===== config.mk =====
export PLATFORM = sky130hd
export DESIGN_NAME = ltm_serial_arbiter_flat
export DESIGN_NICKNAME = d
export VERILOG_FILES = /design/src/rtl/ltm_serial_arbiter_if.sv /design/src/rtl/ltm_serial_arbiter.sv /design/src/flat_wrapper.sv
export SDC_FILE = /design/constraint.sdc
export NUM_CORES = 1
export LEC_CHECK = 0
export BUFFER_PORTS_ARGS = -buffer_cell sky130_fd_sc_hd__buf_2
export CAP_MARGIN = 10
export CELL_PAD_IN_SITES_DETAIL_PLACEMENT = 2
export CELL_PAD_IN_SITES_GLOBAL_PLACEMENT = 2
export CORE_MARGIN = 10
export CORE_UTILIZATION = 30
export CTS_CLUSTER_SIZE = 30
export DETAILED_ROUTE_END_ITERATION = 10
export PLACE_DENSITY = 0.73
export SYNTH_ARGS = -nofsm -noshare
export SYNTH_HDL_FRONTEND = slang
export SYNTH_SLANG_ARGS = --single-unit

===== constraint.sdc =====
create_clock -name Clock -period 7.9 [get_ports Clock]
set_clock_uncertainty 0.15 [all_clocks]
set_input_delay 1.58 -clock Clock [delete_from_list [all_inputs] [get_ports Clock]]
set_output_delay 1.58 -clock Clock [all_outputs]
set_load 0.02 [all_outputs]

===== src/rtl/ltm_serial_arbiter_if.sv =====
// Shared LTM serial pin arbitration bus: the two serial controllers' requests
// and pin sources on one side, grants and shared pin drivers on the other.
interface ltm_serial_arbiter_if;
  logic       LCD_req_i;
  logic       LCD_sclk_i;
  logic       LCD_grant_o;
  logic       TP_req_i;
  logic       TP_sclk_i;
  logic       TP_ss_n_i;
  logic       TP_window_i;
  logic       TP_grant_o;
  logic       Shared_sclk_o;
  logic       Shared_scen_o;
  logic [1:0] Owner_o;
  logic       Timeout_o;

  // Controllers / pin consumers side
  modport master (
    output LCD_req_i, LCD_sclk_i, TP_req_i, TP_sclk_i, TP_ss_n_i, TP_window_i,
    input  LCD_grant_o, TP_grant_o, Shared_sclk_o, Shared_scen_o, Owner_o, Timeout_o
  );

  // Arbiter side
  modport slave (
    input  LCD_req_i, LCD_sclk_i, TP_req_i, TP_sclk_i, TP_ss_n_i, TP_window_i,
    output LCD_grant_o, TP_grant_o, Shared_sclk_o, Shared_scen_o, Owner_o, Timeout_o
  );
endinterface


===== src/rtl/ltm_serial_arbiter.sv =====
// Arbiter for the LTM shared SCLK/SCEN pins between the LCD config controller
// and the touch-panel controller: round-robin grant, guard gap between owners,
// hold watchdog with per-requester lockout, registered pin mux.
module ltm_serial_arbiter #(
  parameter int unsigned GUARD_CYCLES   = 4,
  parameter int unsigned TIMEOUT_CYCLES = 1000000,
  parameter logic        IDLE_SCLK      = 1'b1
) (
  input logic                 Clock,
  input logic                 Reset,
  ltm_serial_arbiter_if.slave bus
);

  localparam int GW = (GUARD_CYCLES > 1) ? $clog2(GUARD_CYCLES) : 1;
  localparam logic [GW-1:0] GUARD_LAST = GW'(GUARD_CYCLES - 1);
  localparam logic [23:0]   WD_LAST    = 24'(TIMEOUT_CYCLES - 1);
  localparam logic          WD_EN      = (TIMEOUT_CYCLES != 0);

  typedef enum logic [1:0] {IDLE, GRANT_LCD, GRANT_TP, GUARD} state_e;

  state_e        state_q, state_d;
  logic [GW-1:0] gcnt_q, gcnt_d;
  logic [23:0]   wd_q, wd_d;
  logic          rr_q, rr_d;            // 1: TP wins the next tie
  logic          lock_lcd_q, lock_lcd_d;
  logic          lock_tp_q, lock_tp_d;
  logic          timeout_q, timeout_d;
  logic          sclk_q, sclk_d;
  logic          scen_q, scen_d;

  logic elig_lcd, elig_tp, wd_exp;

  assign elig_lcd = bus.LCD_req_i & ~lock_lcd_q;
  // Window only gates new grants; an active TP grant ignores it.
  assign elig_tp  = bus.TP_req_i & bus.TP_window_i & ~lock_tp_q;
  // wd_q counts grant cycles already completed before this edge, so at
  // wd_q == T-1 the grant has been high for T cycles.
  assign wd_exp   = WD_EN && (wd_q == WD_LAST);

  // Next-state, arbitration, watchdog and lockout bookkeeping
  always_comb begin
    state_d    = state_q;
    gcnt_d     = gcnt_q;
    wd_d       = wd_q;
    rr_d       = rr_q;
    timeout_d  = 1'b0;
    // A lockout clears once its request is seen low.
    lock_lcd_d = lock_lcd_q & bus.LCD_req_i;
    lock_tp_d  = lock_tp_q & bus.TP_req_i;
    case (state_q)
      IDLE: begin
        if (elig_lcd && (!elig_tp || !rr_q)) begin
          state_d = GRANT_LCD;
          rr_d    = 1'b1;
          wd_d    = '0;
        end else if (elig_tp) begin
          state_d = GRANT_TP;
          rr_d    = 1'b0;
          wd_d    = '0;
        end
      end
      GRANT_LCD: begin
        // A drop on the expiry edge is a normal release.
        if (!bus.LCD_req_i) begin
          state_d = GUARD;
          gcnt_d  = '0;
        end else if (wd_exp) begin
          state_d    = GUARD;
          gcnt_d     = '0;
          timeout_d  = 1'b1;
          lock_lcd_d = 1'b1;
        end else if (wd_q != '1) begin
          wd_d = wd_q + 24'd1;
        end
      end
      GRANT_TP: begin
        if (!bus.TP_req_i) begin
          state_d = GUARD;
          gcnt_d  = '0;
        end else if (wd_exp) begin
          state_d   = GUARD;
          gcnt_d    = '0;
          timeout_d = 1'b1;
          lock_tp_d = 1'b1;
        end else if (wd_q != '1) begin
          wd_d = wd_q + 24'd1;
        end
      end
      GUARD: begin
        if (gcnt_q == GUARD_LAST) state_d = IDLE;
        else                      gcnt_d  = gcnt_q + GW'(1);
      end
      default: state_d = IDLE;
    endcase
  end

  // Pin mux keyed on the next owner so pins switch on the grant edge
  always_comb begin
    sclk_d = IDLE_SCLK;
    scen_d = 1'b1;
    case (state_d)
      GRANT_LCD: begin
        sclk_d = bus.LCD_sclk_i;
        scen_d = 1'b0;
      end
      GRANT_TP: begin
        sclk_d = bus.TP_sclk_i;
        scen_d = ~bus.TP_ss_n_i;
      end
      default: ;
    endcase
  end

  // State and pin registers, async reset to idle pins / LCD-favoured pointer
  always_ff @(posedge Clock or posedge Reset) begin
    if (Reset) begin
      state_q    <= IDLE;
      gcnt_q     <= '0;
      wd_q       <= '0;
      rr_q       <= 1'b0;
      lock_lcd_q <= 1'b0;
      lock_tp_q  <= 1'b0;
      timeout_q  <= 1'b0;
      sclk_q     <= IDLE_SCLK;
      scen_q     <= 1'b1;
    end else begin
      state_q    <= state_d;
      gcnt_q     <= gcnt_d;
      wd_q       <= wd_d;
      rr_q       <= rr_d;
      lock_lcd_q <= lock_lcd_d;
      lock_tp_q  <= lock_tp_d;
      timeout_q  <= timeout_d;
      sclk_q     <= sclk_d;
      scen_q     <= scen_d;
    end
  end

  assign bus.LCD_grant_o   = (state_q == GRANT_LCD);
  assign bus.TP_grant_o    = (state_q == GRANT_TP);
  assign bus.Owner_o       = {state_q == GRANT_TP, state_q == GRANT_LCD};
  assign bus.Timeout_o     = timeout_q;
  assign bus.Shared_sclk_o = sclk_q;
  assign bus.Shared_scen_o = scen_q;

endmodule


===== src/flat_wrapper.sv =====
// flat-port wrapper written by rule: the top's interface ports become plain ports
module ltm_serial_arbiter_flat 
#(
  parameter int unsigned GUARD_CYCLES   = 4,
  parameter int unsigned TIMEOUT_CYCLES = 1000000,
  parameter logic        IDLE_SCLK      = 1'b1
)
  (Clock, Reset, bus_LCD_req_i, bus_LCD_sclk_i, bus_TP_req_i, bus_TP_sclk_i, bus_TP_ss_n_i, bus_TP_window_i, bus_LCD_grant_o, bus_TP_grant_o, bus_Shared_sclk_o, bus_Shared_scen_o, bus_Owner_o, bus_Timeout_o);
  ltm_serial_arbiter_if bus_i ();
  input logic Clock;
  input logic Reset;
  input wire logic [$bits(bus_i.LCD_req_i)-1:0] bus_LCD_req_i;
  input wire logic [$bits(bus_i.LCD_sclk_i)-1:0] bus_LCD_sclk_i;
  input wire logic [$bits(bus_i.TP_req_i)-1:0] bus_TP_req_i;
  input wire logic [$bits(bus_i.TP_sclk_i)-1:0] bus_TP_sclk_i;
  input wire logic [$bits(bus_i.TP_ss_n_i)-1:0] bus_TP_ss_n_i;
  input wire logic [$bits(bus_i.TP_window_i)-1:0] bus_TP_window_i;
  output wire logic [$bits(bus_i.LCD_grant_o)-1:0] bus_LCD_grant_o;
  output wire logic [$bits(bus_i.TP_grant_o)-1:0] bus_TP_grant_o;
  output wire logic [$bits(bus_i.Shared_sclk_o)-1:0] bus_Shared_sclk_o;
  output wire logic [$bits(bus_i.Shared_scen_o)-1:0] bus_Shared_scen_o;
  output wire logic [$bits(bus_i.Owner_o)-1:0] bus_Owner_o;
  output wire logic [$bits(bus_i.Timeout_o)-1:0] bus_Timeout_o;
  assign bus_i.LCD_req_i = bus_LCD_req_i;
  assign bus_i.LCD_sclk_i = bus_LCD_sclk_i;
  assign bus_i.TP_req_i = bus_TP_req_i;
  assign bus_i.TP_sclk_i = bus_TP_sclk_i;
  assign bus_i.TP_ss_n_i = bus_TP_ss_n_i;
  assign bus_i.TP_window_i = bus_TP_window_i;
  assign bus_LCD_grant_o = bus_i.LCD_grant_o;
  assign bus_TP_grant_o = bus_i.TP_grant_o;
  assign bus_Shared_sclk_o = bus_i.Shared_sclk_o;
  assign bus_Shared_scen_o = bus_i.Shared_scen_o;
  assign bus_Owner_o = bus_i.Owner_o;
  assign bus_Timeout_o = bus_i.Timeout_o;
  ltm_serial_arbiter #(.GUARD_CYCLES(GUARD_CYCLES), .TIMEOUT_CYCLES(TIMEOUT_CYCLES), .IDLE_SCLK(IDLE_SCLK)) u_core (.Clock(Clock), .Reset(Reset), .bus(bus_i));
endmodule

==> flow_summary.yaml <==
cells_and_area:
  layout.core_utilization: 0.333
  fillerInstances: 880
  flow.area_growth_from_synthesis_pct: 8.82
  final_std_cell_area_no_fill_um2: 2560
  antenna-diode-count: 0
  final_net_count: 283
  drive_gt1_frac: 0.131
  instances_no_fill: 369
worst_setup_path:
  critPathLaunchType: "input pin"
  worstRegToRegCells: 6
  r2r_slack_ps: 4750
  timing.critical_path.to_type: "register"
  reg2reg_from: "u_core.state_q[0]$_DFF_PP0_"
  r2r-end: "u_core.wd_q[17]$_DFFE_PP0P_"
  worstPathRequired_ps: 7940
  path_class: "input pin to register"
  endpoint_arrival_time_on_the_critical_path_ps: 3700
  timing.critical_path.fanout_max: 27
placement:
  worst_setup_timing_slack_at_the_placement_stage_ps: 3930
  dp.final_hpwl_mm: 5.24
  placed_cells_incl_taps: 361
  placed_cell_area_um2: 2470
  routability_cong: 0.836
  io_buffer_count: 14
sta:
  timing.final.crit_period_ps: 3660
  tns_ps: 0
  endpoints_failing_setup: 0
  max_slew_vio_count: 0
  min_period_over_period: 0.463
  worst-slew-pin-transition_ps: 956
  slew_headroom: 0.363
  achievable-frequency_ghz: 0.273
  timing.final.hold_violations: 0
  unrepaired_setup_endpoints_after_global_routing: "false"
  timing.final.ws_setup_ps: 4240
  worst_hold_margin_ps: 338
synth:
  synthMostInstantiatedCell: "dfrtp_1"
  number_of_enable_type_register_cells_in_the_synthesized_netlist: 0
  ys.flop_type: "dfrtp_1"
  syn-num-nets: 278
  post_synth_instance_area_um2: 2350
  synth_top_area_cell: "dfrtp_1"
  ys_async_sr_fraction: 1.00
  synthesis.instances: 261
  sequential_element_share_of_the_synthesized_area: 0.362
  ys_ff_latch: 34
  post_synth_main_area_contributors: "dfrtp_1 34%, nand3_1 5.1%, ha_1 4.8%"
  synthDominantCellAreaShare: 0.340
  synth_top_cells_by_count: "32 x dfrtp_1, 24 x nand2_1, 24 x nand3_1"
  warnings_from_yosys: 0
  synth.avg_cell_area_um2: 9.02
  post_synth_num_cell_types: 61
power_and_ir_drop:
  power_per_cell_area_nw_per_um2: 333
  max-vdd-ir-drop_uv: 135
  power.total_mw: 0.854
  p_leak_nw: 0.995
grt:
  track_usage: 0.132
  antenna_found_initial: 0
  globalRoute.totalOverflow: 0
  pin_count_of_the_biggest_net_entering_global_routing: 35
  grt_first_pass_wirelength_mm: 12.5
  first_global_vias: 2341
worst_hold_path:
  worst_hold_path_cell_count: 1
  hold_class: "register to register"
  hold_path_startpoint: "u_core.rr_q$_DFFE_PP0P_"
  whs_endpoint: "u_core.rr_q$_DFFE_PP0P_"
floorplan:
  design.core.area_um2: 7690
  die_h_um: 109
  core.rowCount: 32
  dieWidth_um: 109
  floorplan.initialDensity: 0.306
  design.portCount: 15
  dieArea_um2: 11800
clock_tree:
  clock_tree.buffer_depth: 2
  cts_htree_levels: 2
  clock_sinks: 34
  clk_transition_reported_paths_ps: 80
  worstSkewPairLatency_ps: 290
  cts_tree: "built"
  postCtsResizedCells: 0
  cts-buffers-inserted: 5
  cts_hold_repair.buffers: 0
  clockRootBuffer: "clkbuf_8"
  post_cts_buffers: 0
status:
  run_status: "finished, final reports clean"
detailed_routing:
  via_per_inst: 5.96
  dr_pass1_iterations: 4
  post_drt_wl_per_cell_um: 20.2
  initialDrtViolationCount: 96
  drc: 0
  detailroute.via_count: 2198
  detail-route-antenna-nets: 0
  wirelength_mm: 7.45
run:
  max_cap_violations: 0
flip-flops by register name (all words and copies together) (netlist names):
signal                    flops
u_core.bus.Shared_scen_o      1
u_core.gcnt_q                 2
u_core.bus.Timeout_o          1
u_core.lock_tp_q              1
u_core.state_q                2
u_core.bus.Shared_sclk_o      1
u_core.rr_q                   1
u_core.wd_q                  24
u_core.lock_lcd_q             1
cell families after synthesis:
logic type	Yosys count	share of synthesized area
DFF	34	0.362
AOI/OAI and AO/OA	65	0.235
and+or+nand+nor	121	0.287
adders and majority gates	9	0.0478
buffers and inverters	30	0.0584
muxes	2	0.00903
power breakdown:
part           internal [mW]  total, mW  switching (mW)
registers              0.221      0.283          0.0627
clock network         0.0705      0.139          0.0681
logic                  0.143      0.432           0.289
total                  0.434      0.854           0.420
final cells by class:
type                    instances  area, µm²  area share
multi-input cells             197       1360       0.532
clock buffers                   7       86.3      0.0337
well taps                     102        128      0.0498
inverters                      13       48.8      0.0190
flip-flops and latches         34        853       0.333
clock inverters                 1       5.00     0.00195
repair buffers                 15       77.6      0.0303
cell usage in the layout (no fill, tap or decap), types with 3 or more instances in the layout:
master / instances
dfrtp_1: 32
nand3_1: 24
nand2_1: 24
buf_2: 14
inv_1: 11
nor2_1: 11
a21oi_1: 10
nand4_1: 9
o211ai_1: 9
nor3_1: 9
ha_1: 9
and3_1: 8
or4_1: 6
clkbuf_8: 6
or3_1: 5
and4_1: 4
nor4_1: 4
o311ai_1: 4
a31oi_1: 4
nor4b_1: 3
o31ai_1: 3
a221o_1: 3
per-layer routing:
metal / global-route usage / vias up / part of all wire
li1: - / 1026 / -
met1: 0.162 / 1136 / 0.46
met2: 0.229 / 29 / 0.50
met3: 0.0268 / 7 / 0.034
met4: 0.0367 / 0 / 0.012
met5: 0 / - / 0
worst max path at each step:
stage / start / endpoint / slack (ps) / cells past startpoint
after floorplan: bus_LCD_req_i / u_core.wd_q[9]$_DFFE_PP0P_ / 4770 / 6
after global placement: bus_LCD_req_i / u_core.wd_q[17]$_DFFE_PP0P_ / 4020 / 6
after detailed placement: bus_LCD_req_i / u_core.wd_q[17]$_DFFE_PP0P_ / 3930 / 6
after CTS: bus_LCD_req_i / u_core.wd_q[17]$_DFFE_PP0P_ / 4200 / 6
after global routing: bus_LCD_req_i / u_core.wd_q[17]$_DFFE_PP0P_ / 4040 / 6
final: bus_TP_req_i / u_core.wd_q[17]$_DFFE_PP0P_ / 4240 / 6
critical path, stage by stage:
cell and delay, ps:
buf_2 130, inv_2 50, a221oi_2 430, nand2_1 660
o41a_1 600, a311oi_1 240
(Power assumes the default switching activity.)
